<file path="src/rtl/dp_pkg.sv">
// Shared data-plane definitions: FSM state encoding, packet layout and the
// constants the transmitter and the remote receiver must agree on.
package dp_pkg;

    localparam int          PKT_LEN = 5;
    localparam logic [15:0] IDLE_ID = 16'hFFFF;

    typedef enum logic [1:0] {
        IDLE    = 2'd0,
        REQUEST = 2'd1,
        SEND    = 2'd2,
        DONE    = 2'd3
    } tx_state_t;

    typedef struct packed {
        logic [15:0] dest;
        logic [15:0] data;
    } dp_packet_t;

endpackage

</file>
<file path="src/rtl/tx_fifo.sv">
// Register-array FIFO holding payload words between the GPP and the link.
// Pointers wrap modulo DEPTH; a separate count disambiguates full from empty.
module tx_fifo #(
    parameter int DATA_W = 16,
    parameter int DEPTH  = 16
) (
    input  logic                     clk,
    input  logic                     rst,
    input  logic                     wr_en,
    input  logic [DATA_W-1:0]        wr_data,
    input  logic                     rd_en,
    output logic [DATA_W-1:0]        rd_data,
    output logic [$clog2(DEPTH):0]   count,
    output logic                     full,
    output logic                     empty
);

    localparam int AW = $clog2(DEPTH);

    logic [DATA_W-1:0] mem [DEPTH];
    logic [AW-1:0]     wr_ptr;
    logic [AW-1:0]     rd_ptr;
    logic              do_wr;
    logic              do_rd;

    assign full    = (count == (AW+1)'(DEPTH));
    assign empty   = (count == '0);
    assign do_wr   = wr_en && !full;
    assign do_rd   = rd_en && !empty;
    assign rd_data = mem[rd_ptr];

    // Storage carries no reset; only pointers and count define validity.
    always_ff @(posedge clk) begin
        if (do_wr) begin
            mem[wr_ptr] <= wr_data;
        end
    end

    always_ff @(posedge clk or negedge rst) begin
        if (!rst) begin
            wr_ptr <= '0;
            rd_ptr <= '0;
            count  <= '0;
        end else begin
            if (do_wr) begin
                wr_ptr <= wr_ptr + AW'(1);
            end
            if (do_rd) begin
                rd_ptr <= rd_ptr + AW'(1);
            end
            case ({do_wr, do_rd})
                2'b10:   count <= count + (AW+1)'(1);
                2'b01:   count <= count - (AW+1)'(1);
                default: count <= count;
            endcase
        end
    end

endmodule

</file>
<file path="src/rtl/data_plane_tx.sv">
// Data-plane transmitter: buffers GPP payload words, requests the link and
// emits a fixed-length burst of {dest, payload} packets once granted.
//
//   state   | meaning
//   IDLE    | waiting for a send request with enough words buffered
//   REQUEST | tx_req held high until the control plane grants the link
//   SEND    | one packet per cycle, PKT_LEN packets, grant ignored
//   DONE    | last packet on the wire; completion flag registered next edge
module data_plane_tx #(
    parameter int                DATA_W  = 16,
    parameter int                DEPTH   = 16,
    parameter int                PKT_LEN = 5,
    parameter logic [DATA_W-1:0] IDLE_ID = 16'hFFFF
) (
    input  logic                     clk,
    input  logic                     rst,
    input  logic                     gpp_wr_en,
    input  logic [DATA_W-1:0]        gpp_wr_data,
    input  logic                     gpp_send_req,
    input  logic [DATA_W-1:0]        dest_id,
    input  logic                     tx_grant,
    output logic                     tx_req,
    output logic                     tx_busy,
    output logic [2*DATA_W-1:0]      data_tx_packet,
    output logic                     data_tx_complete_flag,
    output logic                     wr_overflow,
    output logic [$clog2(DEPTH):0]   fifo_count
);

    import dp_pkg::*;

    localparam int CW  = (PKT_LEN > 1) ? $clog2(PKT_LEN) : 1;
    localparam int FCW = $clog2(DEPTH) + 1;
    localparam logic [2*DATA_W-1:0] IDLE_PKT = {IDLE_ID, {DATA_W{1'b0}}};

    tx_state_t         state;
    logic [DATA_W-1:0] dest_q;
    logic [CW-1:0]     pkt_cnt;
    logic [DATA_W-1:0] rd_data;
    logic              rd_en;
    logic              fifo_full;
    logic              fifo_empty;

    assign rd_en   = (state == SEND) && !fifo_empty;
    assign tx_busy = (state != IDLE);

    tx_fifo #(
        .DATA_W (DATA_W),
        .DEPTH  (DEPTH)
    ) u_fifo (
        .clk     (clk),
        .rst     (rst),
        .wr_en   (gpp_wr_en),
        .wr_data (gpp_wr_data),
        .rd_en   (rd_en),
        .rd_data (rd_data),
        .count   (fifo_count),
        .full    (fifo_full),
        .empty   (fifo_empty)
    );

    always_ff @(posedge clk or negedge rst) begin
        if (!rst) begin
            wr_overflow <= 1'b0;
        end else begin
            wr_overflow <= gpp_wr_en && fifo_full;
        end
    end

    // Packet register defaults to the idle pattern so no receiver ever
    // matches it outside a burst.
    always_ff @(posedge clk or negedge rst) begin
        if (!rst) begin
            state                 <= IDLE;
            dest_q                <= IDLE_ID;
            pkt_cnt               <= '0;
            tx_req                <= 1'b0;
            data_tx_packet        <= IDLE_PKT;
            data_tx_complete_flag <= 1'b0;
        end else begin
            data_tx_packet        <= IDLE_PKT;
            data_tx_complete_flag <= 1'b0;
            case (state)
                IDLE: begin
                    if (gpp_send_req && (fifo_count >= FCW'(PKT_LEN))) begin
                        dest_q <= dest_id;
                        tx_req <= 1'b1;
                        state  <= REQUEST;
                    end
                end
                REQUEST: begin
                    if (tx_grant) begin
                        tx_req  <= 1'b0;
                        pkt_cnt <= '0;
                        state   <= SEND;
                    end
                end
                SEND: begin
                    data_tx_packet <= {dest_q, rd_data};
                    pkt_cnt        <= pkt_cnt + CW'(1);
                    if (pkt_cnt == CW'(PKT_LEN - 1)) begin
                        state <= DONE;
                    end
                end
                DONE: begin
                    data_tx_complete_flag <= 1'b1;
                    state                 <= IDLE;
                end
                default: state <= IDLE;
            endcase
        end
    end

endmodule

</file>
<file path="config.mk">
export PLATFORM = sky130hd
export DESIGN_NAME = data_plane_tx
export DESIGN_NICKNAME = d
export VERILOG_FILES = /design/src/rtl/dp_pkg.sv /design/src/rtl/tx_fifo.sv /design/src/rtl/data_plane_tx.sv
export SDC_FILE = /design/constraint.sdc
export NUM_CORES = 1
export LEC_CHECK = 0
export BUFFER_PORTS_ARGS = -buffer_cell sky130_fd_sc_hd__buf_4
export CAP_MARGIN = 20
export CORE_MARGIN = 2
export CORE_UTILIZATION = 45
export DETAILED_ROUTE_END_ITERATION = 8
export HOLD_SLACK_MARGIN = 0.03
export MAX_ROUTING_LAYER = met4
export PLACE_DENSITY = 0.68
export SYNTH_ARGS = -nofsm -noshare
export SYNTH_HDL_FRONTEND = slang
export SYNTH_SLANG_ARGS = --single-unit
</file>
<file path="constraint.sdc">
create_clock -name clk -period 6 [get_ports clk]
set_clock_uncertainty 0.2 [all_clocks]
set_input_delay 1.2 -clock clk [delete_from_list [all_inputs] [get_ports clk]]
set_output_delay 1.2 -clock clk [all_outputs]
set_load 0.05 [all_outputs]
</file>
## Word-level counts from Yosys, hierarchy flattened

Memories as Yosys holds them, arrays and structs flattened.
Cells that the tools add are included.

- Output and inout bits: 41
- Flip-flop bits (word level): 69
- Memory bits (writable): 256
- Memories: 1
- Logic and storage cells: 58
- Input bits: 37

Memories:

| name | depth | width | rd ports | clocked after Yosys merged registers in | wr ports | line | source |
|---|---|---|---|---|---|---|---|
| u_fifo.mem | 16 | 16 | 1 | 0 | 1 | tx_fifo.sv:20 | `logic [DATA_W-1:0] mem [DEPTH];` |

- Eq/ne operators: 10
- Mux-type cells: 14
- $add $sub $neg: 5
- $lt $le $gt $ge: 1
- Reductions and logical operators: 17

Operators by type and width:

| cell | number |
|---|---|
| $mux W32 | 1 |
| $pmux W5 S2 | 1 |
| $add A4 B1 Y4 const B | 2 |
| $pmux W2 S4 | 1 |
| $reduce_bool A2 Y1 | 4 |
| $eq A2 B2 Y1 const B | 3 |
| $mux W2 | 3 |
| $pmux W3 S2 | 1 |
| $reduce_and A3 Y1 | 2 |
| $add A5 B1 Y5 const B | 1 |
| $eq A5 B5 Y1 const B | 1 |
| $ge A5 B3 Y1 const B | 1 |
| $logic_and A1 B1 Y1 | 5 |
| $logic_not A5 Y1 | 1 |
| $mux W1 | 5 |
| $sub A5 B1 Y5 const B | 1 |
| $eq A2 B1 Y1 const B | 2 |
| $ne A2 B2 Y1 const B | 2 |
| $reduce_and A2 Y1 | 2 |
| $add A3 B1 Y3 const B | 1 |
| $eq A3 B3 Y1 const B | 1 |
| $mux W3 | 1 |
| $logic_not A1 Y1 | 2 |
| $logic_not A2 Y1 | 1 |
| other kinds (2) | 2 |

## Longest topological paths before layout

- Word-level depth: 6
- Mapped depth: 12
- Gate-level depth less buffers: 10

## Cells and area by module

A second synthesis with hierarchy kept.

- Cell total of the unflattened synthesis: 700
- Area total of the unflattened synthesis: 13,073.8 um^2

Modules (own cells, without submodules):

| module | cells an instance | seq. area each (um^2) | instances | area each (um^2) |
|---|---|---|---|---|
| tx_fifo | 555 | 8,012.7 | 1 | 10,895.4 |
| data_plane_tx | 145 | 1,441.4 | 1 | 2,178.3 |

## Worst setup path before layout

OpenSTA, ideal clock, no wires.

- Kind: input-to-reg
- From: in gpp_wr_en
- To: mem u_fifo.mem[3][0], enable pin
- Setup time: 0.409 ns
- Arrival time: 2.825 ns
- Data required time: 5.391 ns
- Stages: 3
- Setup slack: 2.566 ns
- Path buffers: 0
- Path through: a21boi_2 > nand2_1 > nor3_1

- Word-level cells in the longest chain between the ends: 3

Ends and longest elaborated chain:

| element | line | source |
|---|---|---|
| from (decl) | data_plane_tx.sv:17 | `input logic gpp_wr_en,` |
| $logic_and A1 B1 Y1 | tx_fifo.sv:28 | `assign do_wr = wr_en && !full;` |
| $mux W1 | tx_fifo.sv:34 | `if (do_wr) begin` |
| $mux W1 (implied by the code) | tx_fifo.sv:35 | `mem[wr_ptr] <= wr_data;` |
| to (decl) | tx_fifo.sv:20 |  |

Every way passes these cells.

## Final worst setup path

- From: reg state[0]
- To: reg u_fifo.count[4]

- Word-level cells in the longest chain between the ends: 5
- Elaborated cells between the ends (all ways): 7
- Classes of those cells: eq/ne (3); mux (1); reduce/logical (3)

Ends and longest elaborated chain:

| element | line | source |
|---|---|---|
| from (decl) | data_plane_tx.sv:36 | `tx_state_t state;` |
| from (signal assigned) | data_plane_tx.sv:74 | `state <= IDLE;` |
| from (signal assigned) | data_plane_tx.sv:88 | `state <= REQUEST;` |
| from (signal assigned) | data_plane_tx.sv:95 | `state <= SEND;` |
| $eq A2 B2 Y1 (*) | data_plane_tx.sv:44 | `assign rd_en = (state == SEND) && !fifo_empty;` |
| $logic_and A1 B1 Y1 (*) | data_plane_tx.sv:44 |  |
| $logic_and A1 B1 Y1 (*) | tx_fifo.sv:29 | `assign do_rd = rd_en && !empty;` |
| named net u_fifo.do_rd | tx_fifo.sv:24 | `logic do_rd;` |
| $eq A2 B1 Y1 / $eq A2 B2 Y1 (equally long branches) | tx_fifo.sv:51 | `case ({do_wr, do_rd})` |
| $pmux W5 S2 / $reduce_bool A2 Y1 (equally long branches) | n/a |  |
| to (signal assigned) | tx_fifo.sv:52 | `2'b10: count <= count + (AW+1)'(1);` |
| to (signal assigned) | tx_fifo.sv:53 | `2'b01: count <= count - (AW+1)'(1);` |
| to (signal assigned) | tx_fifo.sv:54 | `default: count <= count;` |
| to (decl) | tx_fifo.sv:13 | `output logic [$clog2(DEPTH):0] count,` |

The timed path passes the listed nets; every way through them passes the cells marked *.
A chain may end at the register's enable or synchronous reset.

==> impl_metrics.env <==
export IMPL_outcome="complete, no violations"
export IMPL_overflow=0
export IMPL_syn_area_sq_um=12900
export IMPL_gp_congestion=0.761
export IMPL_avgSynthCellArea_sq_um=18.2
export IMPL_crit_type="reg2reg"
export IMPL_p_per_area_nw_per_um2=496
export IMPL_drt_first_pass_iters=7
export IMPL_start_util_pct=46.0
export IMPL_finalHoldViolations=0
export IMPL_slew_violations=0
export IMPL_multiInputGateArea_sq_um=3110
export IMPL_power_total_mw=7.36
export IMPL_r2r_slack_ns=2.49
export IMPL_ys_types=55
export IMPL_htree_levels=1
export IMPL_cts_root_buf="clkbuf_16"
export IMPL_clkLatencyLatePin_ns=0.57
export IMPL_rsz0062_at_grt="no"
export IMPL_ir_worst_vdd_mv=0.304
export IMPL_worst_slew_pin_slew_ns=1.09
export IMPL_dpl_hpwl_microns=15700
export IMPL_maxCapViolCount=0
export IMPL_required_ns=6.22
export IMPL_synthTopCellsByArea="edfxtp_1 (60%), dfrtp_1 (7.2%), dfstp_2 (6.5%)"
export IMPL_hp_start="dest_q[0]"
export IMPL_netlist_instances=706
export IMPL_cts_sinks=325
export IMPL_grt_first_pass_wirelength_microns=40600
export IMPL_core_area_sq_um=28000
export IMPL_synth_nets=759
export IMPL_finalCritPeriodShare_pct=58.5
export IMPL_ys_top_cells_by_count="edfxtp_1 (256), mux2i_1 (53), dfrtp_1 (37)"
export IMPL_grt_max_degree=70
export IMPL_p_leak_nw=5.37
export IMPL_wl_per_cell_microns=22.1
export IMPL_cts_buffer_depth=3
export IMPL_yosys_warnings=0
export IMPL_synthArstFlopShare_pct=21.2
export IMPL_fin_ws_ns=2.49
export IMPL_fmaxAchievable_mhz=285
export IMPL_drt_iter0_drc=617
export IMPL_syn2layout_area_growth_pct=15.2
export IMPL_postCtsSetupBuffers=0
export IMPL_vias=6538
export IMPL_io_pins=78
export IMPL_grt_pass1_vias=6729
export IMPL_worstHoldEndpoint="data_tx_packet[16]"
export IMPL_yosys_area_top_type="edfxtp_1"
export IMPL_die_width_microns=173
export IMPL_ant_nets=0
export IMPL_dpl_worst_slack_ns=2.42
export IMPL_slew_headroom_pct=27.1
export IMPL_grt_use_total_pct=18.2
export IMPL_register_area_sq_um=9460
export IMPL_finalSetupViolCount=0
export IMPL_hold_class="reg2reg"
export IMPL_ys_flop_type="edfxtp_1"
export IMPL_avgViaCountPerCell=5.45
export IMPL_hold_buffers=0
export IMPL_nFillCells=2211
export IMPL_synth_most_common_cell="edfxtp_1"
export IMPL_ys_ff_latch=325
export IMPL_r2r_cells=10
export IMPL_cts_repair_resized=0
export IMPL_cp_arrival_ns=3.73
export IMPL_postLayoutCoreUtil_pct=52.9
export IMPL_finalSetupTns_ns=0
export IMPL_ys_seq_area_share_pct=73.4
export IMPL_wl_microns=26500
export IMPL_critPathCaptureType="flip-flop"
export IMPL_n_antenna_cell=0
export IMPL_synth_edff_count=256
export IMPL_hold_depth=1
export IMPL_drc_errors=0
export IMPL_cp_max_fo=25
export IMPL_drive_gt1_share_pct=30.7
export IMPL_cts_buffers_inserted=31
export IMPL_rr_startpoint="state[0]"
export IMPL_rows=61
export IMPL_clkTransAtPathRegs_ns=0.06
export IMPL_antenna_found_initial=0
export IMPL_io_buffers=77
export IMPL_nets=850
export IMPL_yosysTopAreaCellShare_pct=59.7
export IMPL_die_area_sq_um=30000
export IMPL_die_h_microns=173
export IMPL_rr_endpoint="u_fifo.count[4]"
export IMPL_fin_crit_ns=3.51
export IMPL_tritoncts="done"
export IMPL_cp_start_kind="flip-flop"
## final cells by class
cell class              count  share of cell area [%]
well taps                 378                    3.19
multi-input cells         331                    21.0
clock buffers              46                    6.02
clock inverters            12                   0.768
inverters                  12                   0.304
flip-flops and latches    325                    63.8
repair buffers             96                    4.96
## metal layers
| layer | part of all wire (%) | global-route usage (%) | vias to the layer above | wire length, microns |
|---|---|---|---|---|
| met4 | 2.6 | 5.44 | 0 | 690 |
| met5 | 0 | - | - | 0 |
| li1 | - | - | 2942 | - |
| met2 | 49 | 29.5 | 216 | 13100 |
| met3 | 5.7 | 2.68 | 43 | 1500 |
| met1 | 42 | 24.1 | 3337 | 11200 |
## how the worst max path moves through the flow
stage / from / to / slack (ns) / cells past startpoint
final: state[0] / u_fifo.count[4] / 2.49 / 10
after global routing: state[0] / u_fifo.count[4] / 2.03 / 10
after CTS: state[0] / u_fifo.count[4] / 2.43 / 10
after detailed placement: gpp_wr_en / u_fifo.mem[0][4] / 2.42 / 5
after global placement: state[0] / u_fifo.count[4] / 2.54 / 10
after floorplan: gpp_wr_en / u_fifo.mem[3][0] / 2.57 / 3
## registers in the layout (all words and copies together), names as in the netlist
name	count
pkt_cnt	3
u_fifo.rd_ptr	4
u_fifo.count	5
tx_req	1
u_fifo.mem	256
data_tx_complete_flag	1
data_tx_packet	32
u_fifo.wr_ptr	4
state	2
wr_overflow	1
dest_q	16
## per-stage QoR
| stage | hold WS [ns] | area, sq um | cells |
|---|---|---|---|
| after floorplan | 0.258 | 12900 | 706 |
| after global placement | 0.275 | 13800 | 1139 |
| after detailed placement | 0.282 | 13800 | 1139 |
| after CTS | 0.291 | 14800 | 1197 |
| after global routing | 0.306 | 14800 | 1200 |
| final | 0.288 | 14800 | 1200 |
## cell families after synthesis
logic type / after synthesis / synth area share [%]
and+or+nand+nor: 94 / 3.66
buffers and inverters: 50 / 2.67
AOI/OAI and AO/OA: 92 / 5.30
adders and majority gates: 16 / 1.56
muxes: 117 / 12.5
xor gates and xnor gates: 12 / 0.816
DFF: 325 / 73.4
## critical path, cell delays in order, from the launching register on
cell and delay (ns):
dfrtp_1 0.41, inv_1 0.11, ha_1 0.76, a21boi_1 0.57, ha_1 0.43, xor2_1 0.18
ha_1 0.21, nor3_1 0.05, o21ai_0 0.15, o311ai_0 0.16, xnor2_1 0.16
## layout by cell type, fill, tap and decap left out, types with 8 or more instances in the layout
cell	instances
mux4_2	27
nand2_1	28
dfrtp_1	36
mux2_2	24
dfstp_2	32
clkbuf_16	32
nand2b_1	21
ha_1	16
clkbuf_1	10
nor2_1	15
buf_4	94
a22oi_1	8
a21oi_1	10
mux2i_1	53
o221ai_1	8
a221oi_1	17
mux2_4	12
edfxtp_1	256
o21ai_0	18
inv_1	12
## power breakdown
group	switching (mW)	internal [mW]	leakage, nW	total, mW
combinational	1.39	0.912	1.76	2.30
clock	0.809	1.11	0.494	1.92
sequential	0.249	2.89	3.12	3.14
total	2.45	4.91	5.37	7.36
No activity file was read; power rests on OpenSTA's default activity.
